`config.mk`:
```
export PLATFORM = sky130hd
export DESIGN_NAME = uart_tx_arbiter
export DESIGN_NICKNAME = d
export VERILOG_FILES = /design/src/rtl/uart_pkg.sv /design/src/rtl/rr_picker.sv /design/src/rtl/uart_tx_arbiter.sv
export SDC_FILE = /design/constraint.sdc
export NUM_CORES = 1
export LEC_CHECK = 0
export CAP_MARGIN = 20
export CORE_ASPECT_RATIO = 0.6
export CORE_MARGIN = 2
export CORE_UTILIZATION = 45
export DETAILED_ROUTE_END_ITERATION = 6
export DONT_BUFFER_PORTS = 1
export GPL_ROUTABILITY_DRIVEN = 0
export GPL_TIMING_DRIVEN = 0
export PLACE_DENSITY = 0.65
export SYNTH_ARGS = -nofsm -noshare
export SYNTH_HDL_FRONTEND = slang
export SYNTH_SLANG_ARGS = --single-unit
```
`constraint.sdc`:
```
create_clock -name clk -period 2.73 [get_ports clk]
set_input_delay 0.546 -clock clk [delete_from_list [all_inputs] [get_ports clk]]
set_output_delay 0.546 -clock clk [all_outputs]
set_load 0.02 [all_outputs]
```
`src/rtl/uart_pkg.sv`:
```
// Shared types and constants for the UART transmit arbiter and its transmitter.
package uart_pkg;
   typedef enum logic [1:0] {
      ST_IDLE,
      ST_FLUSH,
      ST_WAIT_BUSY,
      ST_WAIT_DONE
   } arb_state_t;

   localparam int DEFAULT_BUSY_TIMEOUT = 4;
   localparam int BYTE_W               = 8;
endpackage

```
`src/rtl/rr_picker.sv`:
```
// Combinational round-robin picker: first set req bit after last_i, wrapping.
module rr_picker #(
   parameter int N_REQ = 4
) (
   input  logic [N_REQ-1:0]         req_i,
   input  logic [$clog2(N_REQ)-1:0] last_i,
   output logic [$clog2(N_REQ)-1:0] idx_o,
   output logic                     vld_o
);
   localparam int IW = $clog2(N_REQ);
   localparam int CW = IW + 1;

   logic [CW-1:0] cand;

   // cand spans last_i+1 .. last_i+N_REQ, folded back into 0..N_REQ-1
   always_comb begin
      cand  = '0;
      idx_o = last_i;
      vld_o = 1'b0;
      for (int k = 1; k <= N_REQ; k++) begin
         cand = {1'b0, last_i} + CW'(k);
         if (cand >= CW'(N_REQ)) begin
            cand = cand - CW'(N_REQ);
         end
         if (!vld_o && req_i[cand[IW-1:0]]) begin
            vld_o = 1'b1;
            idx_o = cand[IW-1:0];
         end
      end
   end
endmodule

```
`src/rtl/uart_tx_arbiter.sv`:
```
// Round-robin arbiter sharing one uart_tx among N_REQ byte requesters.
// A grant in IDLE gives tx_flush plus ack one cycle later; tx_busy high in IDLE holds all grants off.
module uart_tx_arbiter
   import uart_pkg::*;
#(
   parameter int N_REQ        = 4,
   parameter int BUSY_TIMEOUT = DEFAULT_BUSY_TIMEOUT
) (
   input  logic                     clk,
   input  logic                     rst_n,
   input  logic [N_REQ-1:0]         req,
   input  logic [8*N_REQ-1:0]       req_data,
   output logic [N_REQ-1:0]         ack,
   output logic [BYTE_W-1:0]        tx_outgoing,
   output logic                     tx_flush,
   input  logic                     tx_busy,
   output logic [$clog2(N_REQ)-1:0] grant_idx,
   output logic                     active,
   output logic                     timeout_err
);
   localparam int IW = $clog2(N_REQ);
   localparam int CW = $clog2(BUSY_TIMEOUT + 1);

   arb_state_t        state_q, state_d;
   logic [IW-1:0]     grant_q, grant_d;
   logic [BYTE_W-1:0] data_q, data_d;
   logic [CW-1:0]     cnt_q, cnt_d;
   logic              err_q, err_d;

   logic [IW-1:0]     pick_idx;
   logic              pick_vld;
   logic [BYTE_W-1:0] pick_byte;

   rr_picker #(.N_REQ(N_REQ)) u_pick (
      .req_i  (req),
      .last_i (grant_q),
      .idx_o  (pick_idx),
      .vld_o  (pick_vld)
   );

   always_comb begin
      pick_byte = '0;
      for (int i = 0; i < N_REQ; i++) begin
         if (pick_idx == IW'(i)) begin
            pick_byte = req_data[8*i +: 8];
         end
      end
   end

   // grant_q resets to the last index so requester 0 is searched first
   always_ff @(posedge clk) begin
      if (!rst_n) begin
         state_q <= ST_IDLE;
         grant_q <= IW'(N_REQ - 1);
         data_q  <= '0;
         cnt_q   <= '0;
         err_q   <= 1'b0;
      end else begin
         state_q <= state_d;
         grant_q <= grant_d;
         data_q  <= data_d;
         cnt_q   <= cnt_d;
         err_q   <= err_d;
      end
   end

   always_comb begin
      state_d = state_q;
      grant_d = grant_q;
      data_d  = data_q;
      cnt_d   = cnt_q;
      err_d   = 1'b0;
      case (state_q)
         ST_IDLE: begin
            if (!tx_busy && pick_vld) begin
               grant_d = pick_idx;
               data_d  = pick_byte;
               state_d = ST_FLUSH;
            end
         end
         ST_FLUSH: begin
            cnt_d   = '0;
            state_d = ST_WAIT_BUSY;
         end
         ST_WAIT_BUSY: begin
            if (tx_busy) begin
               state_d = ST_WAIT_DONE;
            end else begin
               cnt_d = cnt_q + CW'(1);
               if (cnt_d == CW'(BUSY_TIMEOUT)) begin
                  err_d   = 1'b1;
                  state_d = ST_IDLE;
               end
            end
         end
         ST_WAIT_DONE: begin
            if (!tx_busy) begin
               state_d = ST_IDLE;
            end
         end
         default: state_d = ST_IDLE;
      endcase
   end

   always_comb begin
      ack = '0;
      for (int i = 0; i < N_REQ; i++) begin
         ack[i] = (state_q == ST_FLUSH) && (grant_q == IW'(i));
      end
   end

   assign tx_flush    = (state_q == ST_FLUSH);
   assign active      = (state_q != ST_IDLE);
   assign tx_outgoing = data_q;
   assign grant_idx   = grant_q;
   assign timeout_err = err_q;
endmodule
```
==> impl_metrics.py, run 1 <==
metrics = {
    "timing": {
        "setup_violations": 0,
        "finClkSkew_ns": 0.001783,
        "hold_viol": 0,
        "fmax_ghz": 0.3848,
        "relSlewSlack_pct": 49.08,
        "tightestPinTransition_ns": 0.7638,
        "slew_violations": 0,
        "fin_ws_ns": 0.1311,
        "period_needed_ns": 2.599,
        "finalCritPeriodShare_pct": 95.20,
        "rsz0062_at_grt": "no",
    },
    "logic_synthesis": {
        "yosys-top-cells-count": "mux2i_1 (25), o221ai_1 (24), dfxtp_1 (16)",
        "synth.distinct_cells": 42,
        "synth_edf_count": 0,
        "synth-seq-area-share_pct": 19.65,
        "yosys_register_bits": 16,
        "yosys.area.top_type_share_pct": 19.65,
        "async_flop_share_pct": 0,
        "synth_area_sq_um": 1630,
        "ys_warn_count": 0,
        "synth_area_leader_cell": "dfxtp_1",
        "synthCells": 188,
        "synthTopCellsByArea": "dfxtp_1 (20%), mux2i_1 (15%), o221ai_1 (13%), a221o_1 (4.9%), ha_1 (4.6%)",
        "synth_most_common_cell": "mux2i_1",
        "ys.flop_type": "dfxtp_1",
        "postSynthAreaPerCell_sq_um": 8.672,
        "syn_nets": 233,
    },
    "route": {
        "first_iter_violations": 239,
        "via_per_inst": 7.049,
        "routed_wl_um": 5100,
        "vias": 1713,
        "ant_nets": 0,
        "wl_per_cell_um": 20.99,
        "remaining_drc_errors": 0,
        "dr.pass1.iters": 5,
    },
    "global_routing": {
        "grt_pass1_wl_um": 8259,
        "antenna_found_initial": 0,
        "grt_start_max_net_pins": 12,
        "overflow": 0,
        "grt_use_total_pct": 26.37,
        "grt_pass1_vias": 1694,
    },
    "clock_network": {
        "cts_inserted_buffers": 3,
        "htreeDepth": 1,
        "cts_tree": "built",
        "cts_max_path_buffers": 2,
        "clock_sinks": 16,
        "path_clk_slew_ns": 0.07,
        "cts_root_buf": "clkbuf_8",
        "insertion_delay_ns": 0.26,
    },
    "floorplan": {
        "io_pins": 56,
        "dieHeight_um": 50.63,
        "die_w_um": 81.71,
        "start_util_pct": 48.47,
        "die-area_sq_um": 4136,
        "core_area_sq_um": 3363,
        "fp-row-count": 16,
    },
    "layout": {
        "final_area_sq_um": 1942,
        "n_fill_cell": 286,
        "n_antenna_cell": 0,
        "final_nets": 244,
        "final_cells": 243,
        "synthToLayoutAreaGrowth_pct": 19.11,
        "final_layout_size_suffix_gt1_share_pct": 20.20,
    },
    "power": {
        "p_leak_uw": 0.0007993,
        "max-vdd-ir-drop_uv": 259.9,
        "powerDensity_nw_per_um2": 605.9,
    },
    "worst_setup_path": {
        "critical_path.max_fanout": 11,
        "required_ns": 2.88,
        "crit_path_start_kind": "flop",
        "arrival_ns": 2.75,
        "critical_path_class": "reg -> reg",
        "crit_path_end_kind": "flop",
    },
    "placement": {
        "post-place-ws_ns": -0.4378,
        "dp_cells": 233,
        "io_buffers": 0,
        "dp_hpwl_um": 3620,
        "place_area_sq_um": 1697,
    },
    "run_status": {
        "status": "complete, no violations",
    },
    "job": {
        "cap_viol_max_count": 0,
    },
    "worst_hold_path": {
        "hp-class": "in -> reg",
    },
}
final cells by class:
class | instances | area [sq um] | share of cell area [%]
plain buffers | 15 | 92.59 | 4.768
inverters | 5 | 26.28 | 1.353
multi-input cells | 151 | 1326 | 68.30
well taps | 45 | 56.30 | 2.899
clock buffers | 4 | 55.05 | 2.835
flip-flops and latches | 16 | 327.8 | 16.88
repair buffers | 7 | 57.56 | 2.964
final timing paths:
kind,start,to,slack (ns),cells after the start
setup reg to reg,grant_idx[0],tx_outgoing[3],0.13,10
hold reg to reg,grant_idx[1],grant_idx[1],0.62,2
hold / removal,rst_n,grant_idx[1],0.34,1
setup / recovery,grant_idx[0],tx_outgoing[3],0.13,10
power breakdown:
| group | switching [uW] | internal (uW) |
|---|---|---|
| Clock | 98.8 | 129 |
| Combinational | 351 | 267 |
| Sequential | 64.6 | 267 |
layer usage:
layer	vias to the layer above	routed length (um)	track usage, %
li1	791	-	-
met1	832	2220	34.42
met2	84	2346	42.08
met3	6	483	7.374
met4	0	50	8.333
met5	-	0	0
cells by family after synthesis:
| family | synth area share (%) |
|---|---|
| adder cells (fa/ha/maj) | 4.605 |
| flip-flops | 19.65 |
| multiplexers | 16.04 |
| buffers and inverters | 6.600 |
| AO/OA/AOI/OAI | 40.68 |
| XOR/XNOR | 0.5373 |
| AND/OR/NAND/NOR | 11.90 |
worst max-delay path: stages, from the launching register on:
cell	delay, ns
dfxtp_4	0.44
buf_8	0.14
inv_8	0.05
ha_4	0.23
buf_6	0.13
or4b_4	0.49
a21oi_2	0.14
a211o_1	0.21
nand2b_4	0.22
a21oi_1	0.07
a221o_1	0.35
cells in the final DEF (no fill, tap or decap), types with 3 or more instances in the layout:
cell      instances
a21oi_1          12
a221o_1           8
a221oi_2          4
and2_1            9
buf_2             3
buf_4             4
buf_6             5
clkbuf_1          8
clkbuf_8          4
dfxtp_1          14
ha_1              5
inv_1             4
mux2i_1          23
nand2_1           5
nor2_1            4
nor4_1            3
o21ai_0           4
o21ai_1           8
o221ai_1         24
o22ai_1           8
per-stage QoR:
step                      utilization [%]  TNS (ns)  total power [uW]  hold slack (ns)
after floorplan                         -         0             734.8           0.6079
after global placement              50.45    -2.455             811.0           0.6126
after detailed placement            50.45    -3.277             832.4           0.6169
after CTS                           55.69         0              1125           0.3454
after global routing                57.74         0              1242           0.3482
final                               57.74         0              1177           0.3431
sequential cells by signal, summed over array words and instances (netlist names):
register,count
tx_outgoing,8
cnt_q,3
grant_idx,2
state_q,2
timeout_err,1
repair_timing:
| item | in CTS | in global routing |
|---|---|---|
| setup buffers | 6 | 0 |
| gates cloned | 0 | 1 |
| hold buffers | 0 | 0 |
| pin swaps | 3 | 8 |
| resized for setup | 16 | 11 |
| endpoints found under the setup margin | 9 | 8 |
Power figures use the tool's default switching activity.
==> inputs of run 2 (changes only) <==
CORE_UTILIZATION = 41   (was 45)
DONT_BUFFER_PORTS = unset   (was 1)
PLACE_DENSITY = 0.79   (was 0.65)
==> impl_metrics.py, run 2 (same netlist as run 1, synthesis figures left out) <==
metrics = {
    "run_status": {
        "status": "complete, no violations",
    },
    "layout": {
        "n_fill_cell": 303,
        "final_util_pct": 66.95,
        "synthToLayoutAreaGrowth_pct": 53.72,
        "mostFrequentLayoutCells": "clkdlybuf4s50_1 (54), o221ai_1 (24), mux2i_1 (22)",
        "final_nets": 307,
        "final_cells": 308,
        "multi_input_area_sq_um": 1282,
        "largest_reg_flops": 8,
        "final_layout_size_suffix_gt1_share_pct": 17.62,
        "regArea_sq_um": 327.8,
        "layout_commonest_cell": "clkdlybuf4s50_1",
        "n_antenna_cell": 0,
    },
    "floorplan": {
        "dieHeight_um": 52.85,
        "core_area_sq_um": 3744,
        "start_util_pct": 43.55,
        "fp-row-count": 17,
        "io_pins": 56,
        "die_w_um": 85.41,
        "die-area_sq_um": 4513,
    },
    "worst_setup_path": {
        "crit_path_end_kind": "flop",
        "crit_chain": "buf_12, inv_8, ha_1, buf_6, mux2i_1, mux2_4, o31ai_4, buf_4, o221ai_1, a221oi_2, a221o_1",
        "startpoint": "grant_idx[0]",
        "worstRegToRegCells": 11,
        "timing.rr.start": "grant_idx[0]",
        "crit_cells": 11,
        "rrSetupSlack_ns": 0.08,
        "cp_top_family": "compound AO/OA/AOI/OAI gates",
        "critical_path_class": "reg -> reg",
        "required_ns": 2.93,
        "crit_path_start_kind": "flop",
        "slowest_delay_ns": 0.38,
        "critical_path.max_fanout": 11,
        "crit_buf_inv": 4,
        "slowest_stage": "dfxtp_4",
        "cp-endpoint": "tx_outgoing[7]",
        "arrival_ns": 2.85,
        "worst_r2r_endpoint": "tx_outgoing[7]",
    },
    "clock_network": {
        "cts_max_path_buffers": 2,
        "hold_buffers": 0,
        "cts_inserted_buffers": 3,
        "path_clk_slew_ns": 0.07,
        "clock_sinks": 16,
        "insertion_delay_ns": 0.26,
        "cts_root_buf": "clkbuf_8",
        "cts_tree": "built",
        "htreeDepth": 1,
    },
    "timing": {
        "whs_ns": 0.4901,
        "setup_violations": 0,
        "fmax_ghz": 0.3780,
        "finClkSkew_ns": 0.006136,
        "tightestPinTransition_ns": 0.7954,
        "slew_violations": 0,
        "hold_viol": 0,
        "finalCritPeriodShare_pct": 96.89,
        "fin_ws_ns": 0.08478,
        "relSlewSlack_pct": 46.97,
        "period_needed_ns": 2.645,
    },
    "placement": {
        "dp_hpwl_um": 3810,
        "io_buffers": 54,
        "post-place-ws_ns": -0.2742,
        "dp_cells": 289,
    },
    "route": {
        "remaining_drc_errors": 0,
        "first_iter_violations": 193,
        "ant_nets": 0,
        "vias": 1983,
        "routed_wl_um": 5702,
        "dr.pass1.iters": 5,
        "via_per_inst": 6.438,
        "wl_per_cell_um": 18.51,
    },
    "global_routing": {
        "grt_pass1_vias": 1724,
        "grt_start_max_net_pins": 12,
        "grt_use_total_pct": 24.31,
        "antenna_found_initial": 0,
        "grt_pass1_wl_um": 8597,
        "overflow": 0,
    },
    "worst_hold_path": {
        "whs_path_depth": 1,
        "hp-class": "reg -> reg",
    },
    "power": {
        "powerDensity_nw_per_um2": 535.3,
        "p_leak_uw": 0.001030,
        "max-vdd-ir-drop_uv": 328.4,
        "total_power_uw": 1342,
    },
    "job": {
        "cap_viol_max_count": 0,
    },
}
-- run 2: cell types whose count changed in the layout (fill, tap and decap cells not counted), sizes merged --
cell / before / now
buf: 14 / 23
clkdlybuf4s50: 0 / 54
-- run 2: power breakdown --
| group | switching [uW] | leakage [uW] | internal [uW] |
|---|---|---|---|
| clock network | 94.9 | 0.0000288 | 128 |
| logic | 434 | 0.000870 | 394 |
| registers | 24.3 | 0.000131 | 266 |
-- run 2: worst min path at each step --
stage,startpoint,to,slack [ns]
2_1_floorplan,rst_n,grant_idx[1],0.61
3_3_place_gp,tx_outgoing[1],tx_outgoing[1],0.48
3_5_place_dp,tx_outgoing[6],tx_outgoing[6],0.48
4_1_cts,tx_outgoing[6],tx_outgoing[6],0.49
5_1_grt,tx_outgoing[1],tx_outgoing[1],0.53
6_report,tx_outgoing[6],tx_outgoing[6],0.49
-- run 2: cell type report --
class                      count  area share (%)
clock buffer                   4           2.197
inverter                       5           1.048
buffer                        15           3.894
tap                           47           2.346
timing repair buffer          70           26.26
sequential                    16           13.08
multi-input combinational    151           51.17
-- run 2: metrics by stage --
stage               setup TNS [ns]  instance area [sq um]
global route               -0.1166                   2506
CTS                              0                   2402
floorplan                        0                   1640
detailed placement          -2.075                   2240
global placement            -1.970                   2240
finish                           0                   2506
-- run 2: what timing repair did --
action	CTS	global route
setup buffers	6	9
gates resized for setup	12	8
pin swaps	6	5
cloned	1	0
setup endpoints to repair	9	8
-- run 2: routing by layer --
| metal | vias to the layer above | track usage, % | wire length [um] |
|---|---|---|---|
| met5 | - | 0 | 0 |
| met1 | 932 | 34.73 | 2524 |
| met4 | 0 | 5.026 | 81 |
| li1 | 923 | - | - |
| met2 | 119 | 36.85 | 2510 |
| met3 | 9 | 5.984 | 586 |
